===== src/rtl/shifter_pkg.sv =====
// Shared mode and direction encodings for the pipelined barrel shifter.
package shifter_pkg;
  localparam logic [1:0] MODE_LOGICAL = 2'b00;
  localparam logic [1:0] MODE_ARITH   = 2'b01;
  localparam logic [1:0] MODE_ROTATE  = 2'b10;
  localparam logic [1:0] MODE_RSVD    = 2'b11;

  localparam logic DIR_LEFT  = 1'b0;
  localparam logic DIR_RIGHT = 1'b1;
endpackage


===== src/rtl/shifter_stage.sv =====
// One registered barrel-shifter step: conditionally shifts by STEP and holds
// the operation fields until the downstream stage can take them.
module shifter_stage
  import shifter_pkg::*;
#(
  parameter int WIDTH = 32,
  parameter int TAG_W = 4,
  parameter int STEP  = 1
) (
  input  logic                       clk,
  input  logic                       rst,
  input  logic                       prev_vld,
  input  logic [WIDTH-1:0]           prev_data,
  input  logic [$clog2(WIDTH)-1:0]   prev_shift,
  input  logic                       prev_dir,
  input  logic [1:0]                 prev_mode,
  input  logic                       prev_sign,
  input  logic [TAG_W-1:0]           prev_tag,
  input  logic                       next_ready,
  output logic                       ready,
  output logic                       vld_p0,
  output logic [WIDTH-1:0]           data_p0,
  output logic [$clog2(WIDTH)-1:0]   shift_p0,
  output logic                       dir_p0,
  output logic [1:0]                 mode_p0,
  output logic                       sign_p0,
  output logic [TAG_W-1:0]           tag_p0
);
  localparam int BIT = $clog2(STEP);

  function automatic logic [WIDTH-1:0] step_shift(
    input logic [WIDTH-1:0] d,
    input logic             dir,
    input logic [1:0]       mode,
    input logic             sign
  );
    logic [WIDTH-1:0] lsl, lsr, asr, rot;
    logic [WIDTH-1:0] r;
    lsl = {d[WIDTH-STEP-1:0], {STEP{1'b0}}};
    lsr = {{STEP{1'b0}}, d[WIDTH-1:STEP]};
    // Vacated MSBs come from the original operand's sign, not the current MSB.
    asr = {{STEP{sign}}, d[WIDTH-1:STEP]};
    rot = (dir == DIR_LEFT) ? {d[WIDTH-STEP-1:0], d[WIDTH-1:WIDTH-STEP]}
                            : {d[STEP-1:0], d[WIDTH-1:STEP]};
    r = d;
    case (mode)
      MODE_ROTATE:             r = rot;
      MODE_ARITH:              r = (dir == DIR_LEFT) ? lsl : asr;
      MODE_LOGICAL, MODE_RSVD: r = (dir == DIR_LEFT) ? lsl : lsr;
    endcase
    return r;
  endfunction

  logic [WIDTH-1:0] shifted;

  assign shifted = prev_shift[BIT] ? step_shift(prev_data, prev_dir, prev_mode, prev_sign)
                                   : prev_data;
  assign ready   = !vld_p0 || next_ready;

  // ---- stage register boundary ----
  always_ff @(posedge clk) begin
    if (rst) begin
      vld_p0  <= 1'b0;
      data_p0 <= '0;
      tag_p0  <= '0;
    end else if (ready) begin
      vld_p0   <= prev_vld;
      data_p0  <= shifted;
      shift_p0 <= prev_shift;
      dir_p0   <= prev_dir;
      mode_p0  <= prev_mode;
      sign_p0  <= prev_sign;
      tag_p0   <= prev_tag;
    end
  end
endmodule


===== src/rtl/pipelined_barrel_shifter.sv =====
// Pipelined barrel shifter: one registered power-of-two step per stage,
// valid/ready on both sides, with a tag carried alongside each operation.
module pipelined_barrel_shifter
  import shifter_pkg::*;
#(
  parameter int WIDTH = 32,
  parameter int TAG_W = 4
) (
  input  logic                     clk,
  input  logic                     rst,
  input  logic                     in_valid,
  output logic                     in_ready,
  input  logic [WIDTH-1:0]         in_data,
  input  logic [$clog2(WIDTH)-1:0] in_shift,
  input  logic                     in_direction,
  input  logic [1:0]               in_mode,
  input  logic [TAG_W-1:0]         in_tag,
  output logic                     out_valid,
  input  logic                     out_ready,
  output logic [WIDTH-1:0]         out_data,
  output logic [TAG_W-1:0]         out_tag,
  output logic                     out_zero
);
  localparam int SW = $clog2(WIDTH);

  // Index 0 is the input port; index k+1 is the register output of stage k.
  logic [SW:0]        vld;
  logic [SW:0]        dir;
  logic [SW:0]        sign;
  logic [WIDTH-1:0]   data_s  [SW+1];
  logic [SW-1:0]      shift_s [SW+1];
  logic [1:0]         mode_s  [SW+1];
  logic [TAG_W-1:0]   tag_s   [SW+1];
  logic [SW-1:0]      rdy_s;

  assign vld[0]     = in_valid;
  assign data_s[0]  = in_data;
  assign shift_s[0] = in_shift;
  assign dir[0]     = in_direction;
  assign mode_s[0]  = in_mode;
  assign sign[0]    = in_data[WIDTH-1];
  assign tag_s[0]   = in_tag;

  for (genvar k = 0; k < SW; k++) begin : g_stage
    logic nxt_rdy;

    // Downstream ready is flattened over the later valids so the chain has
    // no self-referencing combinational net; it equals !vld_{k+1} || ready_{k+2}.
    if (k == SW - 1) begin : g_last
      assign nxt_rdy = out_ready;
    end else begin : g_mid
      assign nxt_rdy = out_ready || !(&vld[SW:k+2]);
    end

    shifter_stage #(
      .WIDTH (WIDTH),
      .TAG_W (TAG_W),
      .STEP  (1 << k)
    ) u_stage (
      .clk        (clk),
      .rst        (rst),
      .prev_vld   (vld[k]),
      .prev_data  (data_s[k]),
      .prev_shift (shift_s[k]),
      .prev_dir   (dir[k]),
      .prev_mode  (mode_s[k]),
      .prev_sign  (sign[k]),
      .prev_tag   (tag_s[k]),
      .next_ready (nxt_rdy),
      .ready      (rdy_s[k]),
      .vld_p0     (vld[k+1]),
      .data_p0    (data_s[k+1]),
      .shift_p0   (shift_s[k+1]),
      .dir_p0     (dir[k+1]),
      .mode_p0    (mode_s[k+1]),
      .sign_p0    (sign[k+1]),
      .tag_p0     (tag_s[k+1])
    );
  end

  assign in_ready  = rdy_s[0] && !rst;
  assign out_valid = vld[SW];
  assign out_data  = data_s[SW];
  assign out_tag   = tag_s[SW];
  assign out_zero  = vld[SW] && (data_s[SW] == '0);

  logic unused_tail;
  assign unused_tail = ^{shift_s[SW], dir[SW], mode_s[SW], sign[SW], rdy_s[SW-1:1]};
endmodule


===== config.mk =====
export PLATFORM = sky130hd
export DESIGN_NAME = pipelined_barrel_shifter
export DESIGN_NICKNAME = d
export VERILOG_FILES = /design/src/rtl/shifter_pkg.sv /design/src/rtl/shifter_stage.sv /design/src/rtl/pipelined_barrel_shifter.sv
export SDC_FILE = /design/constraint.sdc
export NUM_CORES = 1
export LEC_CHECK = 0
export ABC_AREA = 0
export BUFFER_PORTS_ARGS = -buffer_cell sky130_fd_sc_hd__buf_2
export CAP_MARGIN = 20
export CORE_ASPECT_RATIO = 2
export CORE_MARGIN = 5
export CORE_UTILIZATION = 60
export DETAILED_ROUTE_END_ITERATION = 8
export HOLD_SLACK_MARGIN = 0.15
export PLACE_DENSITY_LB_ADDON = 0.08
export SLEW_MARGIN = 30
export SYNTH_ARGS = -nofsm -noshare
export SYNTH_HDL_FRONTEND = slang
export SYNTH_SLANG_ARGS = --single-unit

===== constraint.sdc =====
create_clock -name clk -period 2.2 [get_ports clk]
set_input_delay 0.22 -clock clk [delete_from_list [all_inputs] [get_ports clk]]
set_output_delay 0.22 -clock clk [all_outputs]
set_load 0.01 [all_outputs]

==> summary.txt <==
GRT
  • Busiest layer in global routing: met2
  • Vias in the first global route: 8750
  • Total GRT Usage: 25.08%
  • Pin count of the biggest net entering global routing: 53
  • GR Util met2: 52.48%
  • GR met3 Demand/Resource: 2.102%
  • M1 GR Usage: between 20% and 30%
  • Initial antenna violation count: 0
  • Gr ovfl total: 0
  • First-pass GRT wire length: 43780 um

Worst setup path
  • WP depth: 5
  • Worst Path Required: 1.98 ns
  • Worst reg2reg setup slack: roughly 0.19 ns
  • CP max stage cell: dfxtp_1
  • Family with the most delay on the worst path: simple AND/OR/NAND/NOR gates
  • Buf/Inv on CP: 2
  • RR Startpoint: g_stage[1].u_stage.vld_p0
  • Startpoint types: flop
  • Critical Setup Path Class: reg -> out
  • CP arrival: 1.81 ns
  • Crit path largest cell delay: 0.33 ns
  • Crit Path Max Fanout: 10
  • Critical path, cell by cell: and3_1, and2_2, buf_12, nor2_4, buf_2
  • Worst reg2reg path depth: 7
  • R2R Path End: g_stage[0].u_stage.data_p0[9]
  • Crit. End Element: primary output

Synth
  • Ys flop type: dfxtp_1
  • Most frequent cells after synthesis: nand2_1, dfxtp_1, a21oi_1
  • Synth Area in XOR/XNOR: 0%
  • Post-Synth Simple-Gate Area: between 10% and 20%
  • Post-synth top area cell: dfxtp_1
  • Synth Net Count: 1337
  • Yosys warns: 0
  • Compound-gate portion of the synthesized area: 20.65%
  • Mapped cell area: 10790 um2
  • Mapped Avg Cell Area: 8.464 um2
  • Synth area leaders: dfxtp_1, mux2i_1, nand2_1
  • Most frequent cell after synthesis: nand2_1
  • Sequential fraction of the synthesis area: 41.55%
  • Fraction of the mapped netlist area in adder cells: 1.623%
  • Post-synthesis register bit count: 211
  • Main combinational cell family by area after synthesis: compound AO/OA/AOI/OAI gates
  • Mapped Cells: roughly 1300
  • Multiplexer area fraction after synthesis: 11.05%
  • Post-synth EDFFs: 26
  • Post-synthesis async set-or-reset flop share: 0%
  • Netlist cell types: 46
  • Synth top area share: 34.32%

Die
  • Die Span Y: 199.7 um
  • Initial Utilization: between 60% and 70%
  • Die area: 20930 um2
  • Rows: 69
  • Core ar.: about 18000 um2
  • Top Ports: 87
  • Die Span X: 104.8 um

Clock tree
  • CTS H-tree depth: 1
  • Clk root buf: clkbuf_16
  • Post-CTS Setup Repair Bufs: 0
  • Clk_lat worst skew: 0.49 ns
  • Total CTS buffers: 19
  • CTS Buffer Depth: 3
  • CTS sink count: about 210
  • CTS tree: done
  • Clock slew seen by the registers of the worst setup and hold paths: approximately 0.070 ns

Final layout
  • Final nets: 1389
  • P&R area growth vs syn: 12.66%
  • Multi-input gate area: 5363 um2
  • Layout cells sized above 1: roughly an eighth
  • Antenna diodes: 0
  • Filler Cells Inserted: approximately 1500
  • FF+latch area: 4486 um2

Timing
  • Max-slew headroom: approximately half
  • Period Utilization, post-route: between 90% and 100%
  • Skew final: 0.008982 ns
  • Period minus WS final: 2.030 ns
  • Final Setup Violations: 0
  • RSZ-0062 raised after global routing: no
  • Fmax: 0.4926 GHz
  • Final hold violations: 0
  • Worst-margin pin slew: 0.7491 ns
  • Setup total negative slack: 0 ns
  • Final Max Tran Viols: 0

Placed design
  • Port bufs: 86
  • Final HPWL DP: 20450 um
  • GPL Wtd Cong: around 0.9

Pwr
  • Switch Pwr: about 2.3 mW
  • Power consumption: 8.914 mW
  • Pint: 6.591 mW
  • Net Sw Frac: roughly a quarter
  • Clk pwr share: between 30 and 40%
  • Pwr dens: 733.2 nW/um2
  • Comb power frac: about 14%
  • LEAKAGE: about 5 nW
  • Seq pwr share: between 40 and 50%
  • VDD IR-drop max: 0.4866 mV

Worst hold path
  • Worst Hold Class: in -> reg
  • Hold_sp: in_direction
  • Worst Hold Depth: 2
  • Hold EP: g_stage[0].u_stage.dir_p0

Route
  • WL final: 26860 um
  • ANT nets after route: 0
  • Via count: 9154
  • Residual DRC count: 0
  • Starting DRC count in detailed routing: 437
  • Pre-Repair DR Iteration Count: 5
  • Routed len/inst: 17.32 um
  • Vias per std cell: 5.902

Job
  • Max-Cap Viols: 0

Outcome
  • Status: complete, no violations
==> flip-flops by register name (all words and copies together) (netlist names) <==
register	cells
g_stage.u_stage.data_p0	160
g_stage.u_stage.dir_p0	4
g_stage.u_stage.mode_p0	8
g_stage.u_stage.shift_p0	10
g_stage.u_stage.sign_p0	4
g_stage.u_stage.tag_p0	20
g_stage.u_stage.vld_p0	5
==> per-stage QoR <==
step / setup WS (ns) / std cells / cell area, um2 / hold slack (ns) / utilization [%]
3_3_place_gp: 0.3362 / 1469 / 11040 / 0.3978 / 62.05
3_5_place_dp: 0.3166 / 1469 / 11040 / 0.3984 / 62.05
4_1_cts: 0.01062 / 1551 / 12140 / 0.2268 / 68.24
2_1_floorplan: 0.2408 / 1275 / 10790 / 0.3189 / -
5_1_grt: 0.01348 / 1551 / 12160 / 0.2379 / 68.36
6_report: 0.1701 / 1551 / 12160 / 0.2318 / 68.36
==> layer usage <==
layer / up-vias / routed length (um)
met1: 4262 / 9044
met3: 71 / 737
met4: 0 / 1248
li1: 4629 / -
met5: - / 0
met2: 192 / 15830
==> worst reg2reg max path: cells and delay by family (launching register included) <==
kind	cells	cell delay (ns)
AOI/OAI and AO/OA	1	0.13
buffers and inverters	3	0.93
and+or+nand+nor	3	0.52
DFF	1	0.37
==> logic make-up after synthesis <==
family                   after synthesis
AO/OA/AOI/OAI                        341
buffers and inverters                178
AND/OR/NAND/NOR                      412
adder cells (fa/ha/maj)               14
multiplexers                         119
flip-flops                           211
==> power groups by stage <==
stage	clock network, mW	registers, mW	logic, mW
final	3.22	4.43	1.26
after global routing	3.42	4.46	1.41
after CTS	3.28	4.43	1.26
after detailed placement	0	4.52	1.19
after global placement	0	4.51	1.16
after floorplan	0	4.40	0.948
==> layout by cell type (no fill, tap or decap), types with 5 or more instances in the layout <==
master,n
a211oi_1,20
a21oi_1,151
a221oi_1,28
buf_12,8
buf_2,85
buf_4,26
clkbuf_16,19
clkinv_2,5
dfxtp_1,184
dlygate4sd3_1,50
edfxtp_1,26
ha_1,14
inv_1,37
mux2i_1,118
nand2_1,210
nor2_1,102
nor3_1,53
nor4_1,21
o211ai_1,92
o21a_1,7
o21ai_0,17
o221a_2,10
==> repair_timing <==
| action | 4_1_cts | 5_1_grt |
|---|---|---|
| gates cloned | 0 | 0 |
| hold endpoints to repair | 74 | 0 |
| endpoints found under the setup margin | 1 | 7 |
| hold buffers | 50 | 0 |
| resized for setup | 1 | 6 |
==> how the worst max path moves through the flow <==
stage | from | end | slack (ns)
4_1_cts | g_stage[2].u_stage.vld_p0 | in_ready | 0.01
6_report | g_stage[1].u_stage.vld_p0 | in_ready | 0.17
2_1_floorplan | g_stage[4].u_stage.vld_p0 | g_stage[0].u_stage.dir_p0 | 0.24
3_5_place_dp | g_stage[2].u_stage.mode_p0[0] | g_stage[3].u_stage.data_p0[29] | 0.32
3_3_place_gp | out_ready | in_ready | 0.34
5_1_grt | g_stage[4].u_stage.vld_p0 | out_zero | 0.01
==> area by class of cell <==
type | count | area share (%)
clock inverters | 6 | 0.4528
multi-input cells | 886 | 44.11
well taps | 213 | 2.192
inverters | 38 | 1.173
clock buffers | 26 | 4.456
flip-flops and latches | 211 | 36.89
repair buffers | 171 | 10.72
Note: power is estimated with default switching activity, not from simulation.
